**src/rtl/ysyx_23060062_mem_arbiter.sv**
```systemverilog
// Shares the core's single memory port between IFU fetches and LSU loads/stores, one transaction at a time.
// Define YSYX_23060062_ARB_RR_EN for round-robin arbitration; otherwise the LSU has fixed priority.
module ysyx_23060062_mem_arbiter #(
    parameter int ADDR_W  = 32,
    parameter int DATA_W  = 32,
    parameter int TIMEOUT = 255
) (
    input  logic                clk,
    input  logic                rst_n,

    input  logic                ifu_req_valid,
    output logic                ifu_req_ready,
    input  logic [ADDR_W-1:0]   ifu_addr,
    output logic                ifu_resp_valid,
    output logic [DATA_W-1:0]   ifu_rdata,
    output logic                ifu_resp_err,

    input  logic                lsu_req_valid,
    output logic                lsu_req_ready,
    input  logic [ADDR_W-1:0]   lsu_addr,
    input  logic                lsu_wen,
    input  logic [DATA_W-1:0]   lsu_wdata,
    input  logic [DATA_W/8-1:0] lsu_wmask,
    output logic                lsu_resp_valid,
    output logic [DATA_W-1:0]   lsu_rdata,
    output logic                lsu_resp_err,

    output logic                mem_req_valid,
    input  logic                mem_req_ready,
    output logic [ADDR_W-1:0]   mem_addr,
    output logic                mem_wen,
    output logic [DATA_W-1:0]   mem_wdata,
    output logic [DATA_W/8-1:0] mem_wmask,
    input  logic                mem_resp_valid,
    input  logic [DATA_W-1:0]   mem_rdata,

    output logic                busy
);

    localparam int TMR_W = (TIMEOUT > 1) ? $clog2(TIMEOUT) : 1;
    localparam logic [TMR_W-1:0] TMR_LAST = TMR_W'((TIMEOUT > 0) ? TIMEOUT - 1 : 0);

    typedef enum logic [1:0] {
        IDLE,
        REQ,
        RESP
    } state_t;

    state_t            state;
    state_t            state_nxt;
    logic              owner_lsu;
    logic [TMR_W-1:0]  timer;
    logic              accept;
    logic              grant_lsu;
    logic              mem_hs;
    logic              resp_hit;
    logic              tmo_hit;
    logic              finish;
`ifdef YSYX_23060062_ARB_RR_EN
    logic              last_lsu;
`endif

    // Writes and timeouts return zero data; only a real read response carries mem_rdata.
    function automatic logic [DATA_W-1:0] resp_data(input logic                hit,
                                                     input logic                is_write,
                                                     input logic [DATA_W-1:0]   rdata);
        return (hit && !is_write) ? rdata : '0;
    endfunction

    always_ff @(posedge clk or negedge rst_n) begin
        if (!rst_n) begin
            state <= IDLE;
        end else begin
            state <= state_nxt;
        end
    end

    always_comb begin
        state_nxt     = state;
        ifu_req_ready = 1'b0;
        lsu_req_ready = 1'b0;
        mem_req_valid = 1'b0;
        accept        = 1'b0;
        grant_lsu     = 1'b0;
        mem_hs        = 1'b0;
        resp_hit      = 1'b0;
        tmo_hit       = 1'b0;
        finish        = 1'b0;
        busy          = (state != IDLE);
        case (state)
            IDLE: begin
`ifdef YSYX_23060062_ARB_RR_EN
                if (lsu_req_valid && ifu_req_valid) begin
                    grant_lsu = !last_lsu;
                end else begin
                    grant_lsu = lsu_req_valid;
                end
`else
                grant_lsu = lsu_req_valid;
`endif
                lsu_req_ready = grant_lsu;
                ifu_req_ready = ifu_req_valid && !grant_lsu;
                accept        = lsu_req_ready || ifu_req_ready;
                if (accept) begin
                    state_nxt = REQ;
                end
            end
            REQ: begin
                mem_req_valid = 1'b1;
                mem_hs        = mem_req_ready;
                if (mem_hs) begin
                    state_nxt = RESP;
                end
            end
            RESP: begin
                resp_hit = mem_resp_valid;
                // A response arriving on the last watchdog cycle still wins over the timeout.
                tmo_hit  = (TIMEOUT != 0) && (timer == TMR_LAST) && !mem_resp_valid;
                finish   = resp_hit || tmo_hit;
                if (finish) begin
                    state_nxt = IDLE;
                end
            end
            default: begin
                state_nxt = IDLE;
            end
        endcase
    end

    always_ff @(posedge clk or negedge rst_n) begin
        if (!rst_n) begin
            owner_lsu      <= 1'b0;
            mem_addr       <= '0;
            mem_wen        <= 1'b0;
            mem_wdata      <= '0;
            mem_wmask      <= '0;
            timer          <= '0;
            ifu_resp_valid <= 1'b0;
            ifu_rdata      <= '0;
            ifu_resp_err   <= 1'b0;
            lsu_resp_valid <= 1'b0;
            lsu_rdata      <= '0;
            lsu_resp_err   <= 1'b0;
`ifdef YSYX_23060062_ARB_RR_EN
            last_lsu       <= 1'b0;
`endif
        end else begin
            ifu_resp_valid <= 1'b0;
            lsu_resp_valid <= 1'b0;

            if (accept) begin
                owner_lsu <= grant_lsu;
                if (grant_lsu) begin
                    mem_addr  <= lsu_addr;
                    mem_wen   <= lsu_wen;
                    mem_wdata <= lsu_wdata;
                    mem_wmask <= lsu_wmask;
                end else begin
                    mem_addr  <= ifu_addr;
                    mem_wen   <= 1'b0;
                    mem_wdata <= '0;
                    mem_wmask <= '0;
                end
`ifdef YSYX_23060062_ARB_RR_EN
                last_lsu <= grant_lsu;
`endif
            end

            if (mem_hs) begin
                timer <= '0;
            end else if (state == RESP) begin
                timer <= timer + 1'b1;
            end

            if (finish) begin
                if (owner_lsu) begin
                    lsu_resp_valid <= 1'b1;
                    lsu_rdata      <= resp_data(resp_hit, mem_wen, mem_rdata);
                    lsu_resp_err   <= tmo_hit;
                end else begin
                    ifu_resp_valid <= 1'b1;
                    ifu_rdata      <= resp_data(resp_hit, 1'b0, mem_rdata);
                    ifu_resp_err   <= tmo_hit;
                end
            end
        end
    end

endmodule

```
**config.mk**
```make
export PLATFORM = sky130hd
export DESIGN_NAME = ysyx_23060062_mem_arbiter
export DESIGN_NICKNAME = d
export VERILOG_FILES = /design/src/rtl/ysyx_23060062_mem_arbiter.sv
export SDC_FILE = /design/constraint.sdc
export NUM_CORES = 1
export LEC_CHECK = 0
export CORE_UTILIZATION = 30
export CTS_CLUSTER_DIAMETER = 80
export DETAILED_ROUTE_END_ITERATION = 8
export MAX_ROUTING_LAYER = met4
export SETUP_SLACK_MARGIN = 0.15
export SYNTH_ARGS = -nofsm -noshare
export SYNTH_HDL_FRONTEND = slang
export SYNTH_SLANG_ARGS = --single-unit
```
**constraint.sdc**
```tcl
create_clock -name clk -period 1.8 [get_ports clk]
set_clock_uncertainty 0.05 [all_clocks]
set_input_delay 0.27 -clock clk [delete_from_list [all_inputs] [get_ports clk]]
set_output_delay 0.27 -clock clk [all_outputs]
set_load 0.05 [all_outputs]
```
==> results of run 1 <==
==> where the power goes <==
| group | leakage [nW] | internal, W | total (W) | switching, W |
|---|---|---|---|---|
| sequential | 1.65 | 0.00460 | 0.00554 | 0.000943 |
| combinational | 2.73 | 0.00433 | 0.0115 | 0.00722 |
| clock | 0.249 | 0.00192 | 0.00347 | 0.00155 |
| total | 4.62 | 0.0109 | 0.0206 | 0.00971 |
==> worst max-delay path: stages, from the launching register on <==
cell and delay, ns:
dfrtp_2 0.42, buf_12 0.13, nor3b_4 0.20, buf_4 0.15
nor2b_4 0.15, buf_12 0.14
==> per-layer routing <==
| layer | vias up | GRT usage | share of wire |
|---|---|---|---|
| li1 | 2827 | - | - |
| met1 | 3018 | 0.256 | 0.44 |
| met2 | 253 | 0.325 | 0.48 |
| met3 | 19 | 0.0552 | 0.074 |
| met4 | 0 | 0.0500 | 0.014 |
| met5 | - | - | 0 |
==> cell type report <==
class | count | area, um2
fill | 1984 | 10400
tap | 275 | 344
clock inverter | 13 | 126
sequential | 148 | 3710
clock buffer | 19 | 433
timing repair buffer | 349 | 3530
multi-input combinational | 381 | 2710
inverter | 5 | 21.3
==> sequential cells by signal, summed over array words and instances (netlist names) <==
| name | flops |
|---|---|
| state | 2 |
| owner_lsu | 1 |
| timer | 8 |
| mem_wdata | 32 |
| mem_wmask | 4 |
| ifu_rdata | 32 |
| lsu_resp_err | 1 |
| lsu_resp_valid | 1 |
| ifu_resp_err | 1 |
| mem_wen | 1 |
| mem_addr | 32 |
| ifu_resp_valid | 1 |
| lsu_rdata | 32 |
==> Yosys cell counts, types with 3 or more instances <==
cell       instances  share of area
a21oi_1           35          0.027
a22o_1            37          0.049
a22oi_1           32          0.036
a32oi_1           32          0.043
buf_2             27          0.021
buf_4              6         0.0068
clkbuf_1          23          0.013
dfrtp_1          148           0.56
inv_1              5         0.0028
nand2_1            8         0.0046
nand2b_1          66          0.063
nand3_1            4         0.0030
nand3b_1           3         0.0034
nor2b_1           34          0.032
o21ai_0           68          0.052
o2bb2ai_1         32          0.043
==> worst max path at each step <==
stage | startpoint | endpoint | slack (ns) | cells past startpoint
2_1_floorplan | state[0]$_DFFE_PN0P_ | ifu_req_ready | 0.11 | 4
3_3_place_gp | ifu_req_valid | ifu_req_ready | -0.06 | 5
3_5_place_dp | ifu_req_valid | ifu_req_ready | -0.05 | 5
4_1_cts | state[1]$_DFFE_PN0P_ | ifu_req_ready | -0.19 | 5
5_1_grt | state[1]$_DFFE_PN0P_ | ifu_req_ready | -0.18 | 5
6_report | state[1]$_DFFE_PN0P_ | ifu_req_ready | -0.13 | 5
==> through the flow <==
stage,power [W],cell area (um2),cells
final,0.0206,10900,1190
after global routing,0.0215,10900,1190
after CTS,0.0202,10500,1170
after detailed placement,0.0161,9600,1120
after global placement,0.0160,9600,1120
after floorplan,0.0123,6620,590
==> logic make-up after synthesis <==
logic type               count (synthesis)  synth area share
AND/OR/NAND/NOR                        130             0.127
adder cells (fa/ha/maj)                  2           0.00380
AO/OA/AOI/OAI                          247             0.261
buffers and inverters                   61            0.0433
multiplexers                             2           0.00304
flip-flops                             148             0.562
==> timing repair <==
| item | CTS | global route |
|---|---|---|
| gates resized for setup | 31 | 61 |
| setup buffers | 12 | 11 |
| setup endpoints to repair | 91 | 148 |
| pin swaps | 13 | 7 |
| gates cloned | 5 | 9 |
| hold buffers | 1 | 0 |
| hold endpoints to repair | 34 | 0 |
==> summary.md, run 1 <==
| Metric | Value |
|---|---|
| Synth Register Bits | 148 |
| Status | finished with violations |
| Clk pin slew, worst setup/hold paths | 0.06 ns |
| R2R depth | 6 |
| R2r setup slk | -0.10 ns |
| Pre-CTS WS | -0.0514 ns |
| CTS max path bufs | 2 |
| Die height | 150 um |
| Hold WS | 0.294 ns |
| Setup total negative slack | -1.52 ns |
| Initial antenna violation count | 0 |
| Most common cell after layout, fill and taps aside | buf_4 |
| Post-synth top flop | dfrtp_1 |
| Critical path type | reg2out |
| Vias/cell | 5.14 |
| Post-Syn Instances | 590 |
| Failing checks | negative setup slack |
| Placeable core area | 0.0213 mm2 |
| Row count | 53 |
| Initial Util | 0.310 |
| Leakage power | between 4 and 5 nW |
| RR Endpoint | ifu_rdata[8]$_DFFE_PN0P_ |
| DR WL/cell | between 15 and 20 um |
| First-pass GRT wire length | 34300 um |
| Final #Nets | 1043 |
| Total GRT Usage | 0.204 |
| Period utilization | 1.07 |
| Avg Inst Size Synth | 11.2 um2 |
| GPL Wtd Cong | 0.757 |
| Number of synthesized flops with an enable pin | 0 |
| WP data required | 1.48 ns |
| RSZ-0062 raised after global routing | true |
| Clock period minus worst slack | 1.93 ns |
| Max-cap violations | 0 |
| Final setup viols | 21 |
| Post-route ant nets | 0 |
| CTS HTree Levels | 4 |
| Die area | ~0.023 mm2 |
| Max-slew violation count | 0 |
| TritonCTS Sinks | roughly 150 |
| Final worst slack | -0.130 ns |
| Largest net degree at the start of global routing | 69 |
| Layout cells sized above 1 | 0.291 |
| Power per cell area | 1890 mW/mm2 |
| Antenna Diode Count | 0 |
| Final Util | 0.511 |
| Worst reg2reg startpoint | state[0]$_DFFE_PN0P_ |
| Syn_nets | 731 |
| Worst Hold Class | in2async |
| Area Growth Syn to Fin | 64.9% |
| Dpl hpwl | 14300 um |
| Clk_lat worst skew | about 0.42 ns |
| Root Buffer Master | clkbuf_16 |
| Final hold violations | 0 |
| Number of remaining DRC errors | 0 |
| DR iter-0 viols | 319 |
| Slew @ Worst Pin | about 0.43 ns |
| Gr ovfl total | 0 |
| Synth async-reset ratio | 1.00 |
| Die W | 150 um |
| Critical path arrival | 1.61 ns |
| Drt pass-1 iters | 4 |
| Crit Path Max Fanout | 3 |
| CTS Buf Count | 17 |
| I/O pin count | 280 |
| Most frequent cells in the layout | buf_4 (165), dfrtp_1 (145), clkdlybuf4s50_1 (137), nand2b_1 (65), o21ai_1 (51) |
| WL final | 23500 um |
| Vias in the first global route | 6114 |
| Ys Warns | 0 |
| Synthesized cell area | 0.00659 mm2 |
| Nature of the critical path endpoint | output pin |
| CTS tree | yes |
| Fmax | between 0.5 and 0.6 GHz |
| Netlist cell types | 39 |
| Rel. slew slack | 0.713 |
| DR vias | 6117 |
| Post-synthesis sequential area ratio | 0.562 |
| Startpoint Class | flop |
| Maximum vdd drop | 1.20 mV |
| I/O Buffers | 279 |
Note: power is estimated with default switching activity, not from simulation.
==> inputs of run 2 (changes only) <==
--- a/config.mk
+++ b/config.mk
@@ -8,6 +8,7 @@
 export CORE_UTILIZATION = 30
 export CTS_CLUSTER_DIAMETER = 80
 export DETAILED_ROUTE_END_ITERATION = 8
+export GPL_ROUTABILITY_DRIVEN = 0
 export MAX_ROUTING_LAYER = met4
 export SETUP_SLACK_MARGIN = 0.15
 export SYNTH_ARGS = -nofsm -noshare
==> results of run 2 <==
Same layout as run 1: the final DEF is identical, and so are final timing and power.
==> inputs of run 3 (changes only) <==
--- a/config.mk
+++ b/config.mk
@@ -8,9 +8,9 @@
 export CORE_UTILIZATION = 30
 export CTS_CLUSTER_DIAMETER = 80
 export DETAILED_ROUTE_END_ITERATION = 8
+export DONT_BUFFER_PORTS = 1
 export GPL_ROUTABILITY_DRIVEN = 0
 export MAX_ROUTING_LAYER = met4
-export SETUP_SLACK_MARGIN = 0.15
 export SYNTH_ARGS = -nofsm -noshare
 export SYNTH_HDL_FRONTEND = slang
 export SYNTH_SLANG_ARGS = --single-unit
==> run 3 against run 2 <==
The flow finishes with violations (negative hold slack). Worst setup slack better by 0.14 ns. Largest cell class unchanged. Final area is 17% lower. Clock-buffer cell count is 2 lower. Die area stayed put. Sequential cell count stayed put. Highest routed layer unchanged. Routed wire length is 14% lower.
==> summary.md, run 3 (same netlist as run 1, synthesis figures left out) <==
| Metric | Value |
|---|---|
| Placeable core area | 0.0213 mm2 (unchanged) |
| Clock share of power | 0.204 (+0.035) |
| I/O Buffers | 0 (-100%) |
| Setup crit end | ifu_req_ready |
| Layout Cells excl Fill | 1005 (-16%) |
| I/O pin count | 280 (unchanged) |
| P_sw | 0.00908 W (-6.4%) |
| CTS HTree Levels | 4 (unchanged) |
| Die W | 150 um (unchanged) |
| Die area | 0.0226 mm2 (unchanged) |
| CTS tree | yes |
| Slew @ Worst Pin | 0.543 ns (+0.111 ns) |
| Largest net degree at the start of global routing | 149 (+120%) |
| DR vias | 5527 (-9.6%) |
| CTS Buf Count | 17 (unchanged) |
| Vias/cell | 5.50 (+7.0%) |
| RR Endpoint | mem_addr[20]$_DFFE_PN0P_ |
| RSZ-0062 raised after global routing | true |
| Clock period minus worst slack | 1.79 ns (-0.137 ns) |
| Gr ovfl total | 0 (unchanged) |
| Clk pin slew, worst setup/hold paths | 0.07 ns (about the same) |
| Max-slew violation count | 0 (unchanged) |
| Power per cell area | 1940 mW/mm2 (+2.8%) |
| Critical path arrival | 1.47 ns (-0.14 ns) |
| Max-cap violations | 0 (unchanged) |
| First-pass GRT wire length | 30400 um (-11%) |
| Root Buffer Master | clkbuf_16 |
| DR WL/cell | 20.1 um (+1.7%) |
| CTS max path bufs | 2 (unchanged) |
| Cts hold-fix bufs | 137 (+136) |
| Die height | 150 um (unchanged) |
| Leakage power | 3.66 nW (-21%) |
| Nature of the critical path endpoint | output pin |
| Drt pass-1 iters | 6 (+2) |
| Crit path max-delay cell type | dfrtp_1 |
| Area Growth Syn to Fin | 36.3% |
| Rel. slew slack | 0.638 (-0.0742) |
| Most frequent cells in the layout | dfrtp_1 (147), dlygate4sd3_1 (136), o21ai_0 (68), nand2b_1 (66), a22o_1 (37) |
| Critical path type | reg2out |
| WL final | 20200 um (-14%) |
| Placed Cells | 830 (-26%) |
| Number of remaining DRC errors | 0 (unchanged) |
| Vias in the first global route | 5599 (-8.4%) |
| P_int | 0.00839 W (-23%) |
| DR iter-0 viols | 345 (+8.2%) |
| Crit Path Max Fanout | 5 (+2) |
| WP data required | 1.48 ns (about the same) |
| Worst reg2reg startpoint | state[1]$_DFFE_PN0P_ |
| Startpoint Class | flop |
| Top Family by Delay on Critical Path | flip-flops |
| Part of the power in registers | 0.567 (+0.297) |
| Initial antenna violation count | 0 (unchanged) |
| Critical path depth in cells | 4 (-1) |
| Crit-path max cell delay | 0.40 ns (-0.02 ns) |
| R2R depth | 7 (+1) |
| Clk_lat worst skew | 0.41 ns (about the same) |
| Final setup viols | 0 (-100%) |
| Initial Util | 0.310 (unchanged) |
| Dpl hpwl | 12000 um (-16%) |
| Antenna Diode Count | 0 (unchanged) |
| Layout cells sized above 1 | 0.0959 (-0.195) |
| Failing checks | negative hold slack |
| Total GRT Usage | 0.180 (-0.0232) |
| Final hold violations | 148 (+148) |
| TritonCTS Sinks | 148 (unchanged) |
| WP buf/inv | 2 (-1) |
| Switching Fraction | 0.520 (+0.0477) |
| R2r setup slk | 0.07 ns (+0.17 ns) |
| Worst Hold Class | in2async |
| Maximum vdd drop | 1.14 mV (-4.8%) |
| Period utilization | 0.996 (-0.0762) |
| Total Power | 0.0175 W (-15%) |
| Final #Nets | 858 (-18%) |
| Comb pwr share | 0.228 (-0.334) |
| Fmax | 0.558 GHz (+7.7%) |
| CP startpoint | state[1]$_DFFE_PN0P_ |
| Hold WS | -0.510 ns (-0.804 ns) |
| Post-route ant nets | 0 (unchanged) |
| CP cell instances | buf_6 -> nor3b_4 -> nor2b_4 -> buf_12 |
| Row count | 53 (unchanged) |
| Most common cell after layout, fill and taps aside | dfrtp_1 |
| Status | finished with violations |
run 3: changes by cell type in the layout (fill, tap and decap cells not counted), moves of 7 or more:
cell | before | now
buf_12 | 24 | 10
buf_4 | 165 | 17
buf_6 | 10 | 1
clkbuf_16 | 24 | 17
clkdlybuf4s50_1 | 137 | 0
dlygate4sd3_1 | 1 | 136
o21ai_0 | 18 | 68
o21ai_1 | 51 | 1
run 3: per-layer routing:
| layer | GRT usage | wire, um | vias up | share of wire |
|---|---|---|---|---|
| met1 | 0.205 | 8010 | 2742 | 0.40 |
| met4 | 0.0545 | 262 | 0 | 0.013 |
| met3 | 0.0630 | 2010 | 22 | 0.099 |
| met2 | 0.298 | 9940 | 314 | 0.49 |
| li1 | - | - | 2449 | - |
| met5 | - | 0 | - | 0 |
run 3: worst min-delay path by stage:
stage           from                   endpoint  slack [ns]  cells after the start
4_1_cts        rst_n  lsu_rdata[10]$_DFFE_PN0P_       -0.54                      0
3_3_place_gp   rst_n   lsu_rdata[6]$_DFFE_PN0P_       -0.07                      0
6_report       rst_n   ifu_rdata[5]$_DFFE_PN0P_       -0.51                      0
5_1_grt        rst_n  lsu_rdata[10]$_DFFE_PN0P_       -0.54                      0
2_1_floorplan  rst_n   ifu_rdata[0]$_DFFE_PN0P_       -0.08                      0
3_5_place_dp   rst_n   ifu_rdata[5]$_DFFE_PN0P_       -0.07                      0
run 3: power groups by stage:
stage	registers (W)	logic [W]	clock network, W
6_report	0.00992	0.00399	0.00357
5_1_grt	0.0101	0.00436	0.00384
4_1_cts	0.00991	0.00389	0.00368
3_5_place_dp	0.00995	0.00354	0
3_3_place_gp	0.00993	0.00333	0
2_1_floorplan	0.00956	0.00271	0
run 3: timing repair:
action | in CTS | in global routing
gates cloned | 0 | 0
setup endpoints to repair | 3 | 3
pin swaps | 1 | 1
buffers inserted | 4 | 2
resized for setup | 5 | 0
hold endpoints to repair | 284 | 148
run 3: layout make-up:
| class | count | area [um2] |
|---|---|---|
| tap | 275 | 344 |
| inverter | 5 | 18.8 |
| fill | 1889 | 12300 |
| clock buffer | 17 | 425 |
| timing repair buffer | 164 | 1700 |
| multi-input combinational | 381 | 2630 |
| sequential | 148 | 3700 |
| clock inverter | 15 | 163 |
run 3: per-stage QoR:
step           cell area [um2]  utilization  TNS [ns]  setup WS [ns]
2_1_floorplan             6600            -         0         0.0583
3_3_place_gp              6950        0.327         0          0.165
3_5_place_dp              6950        0.327         0          0.129
4_1_cts                   8970        0.421         0         0.0109
5_1_grt                   8990        0.422    -0.104        -0.0675
6_report                  8990        0.422         0        0.00706
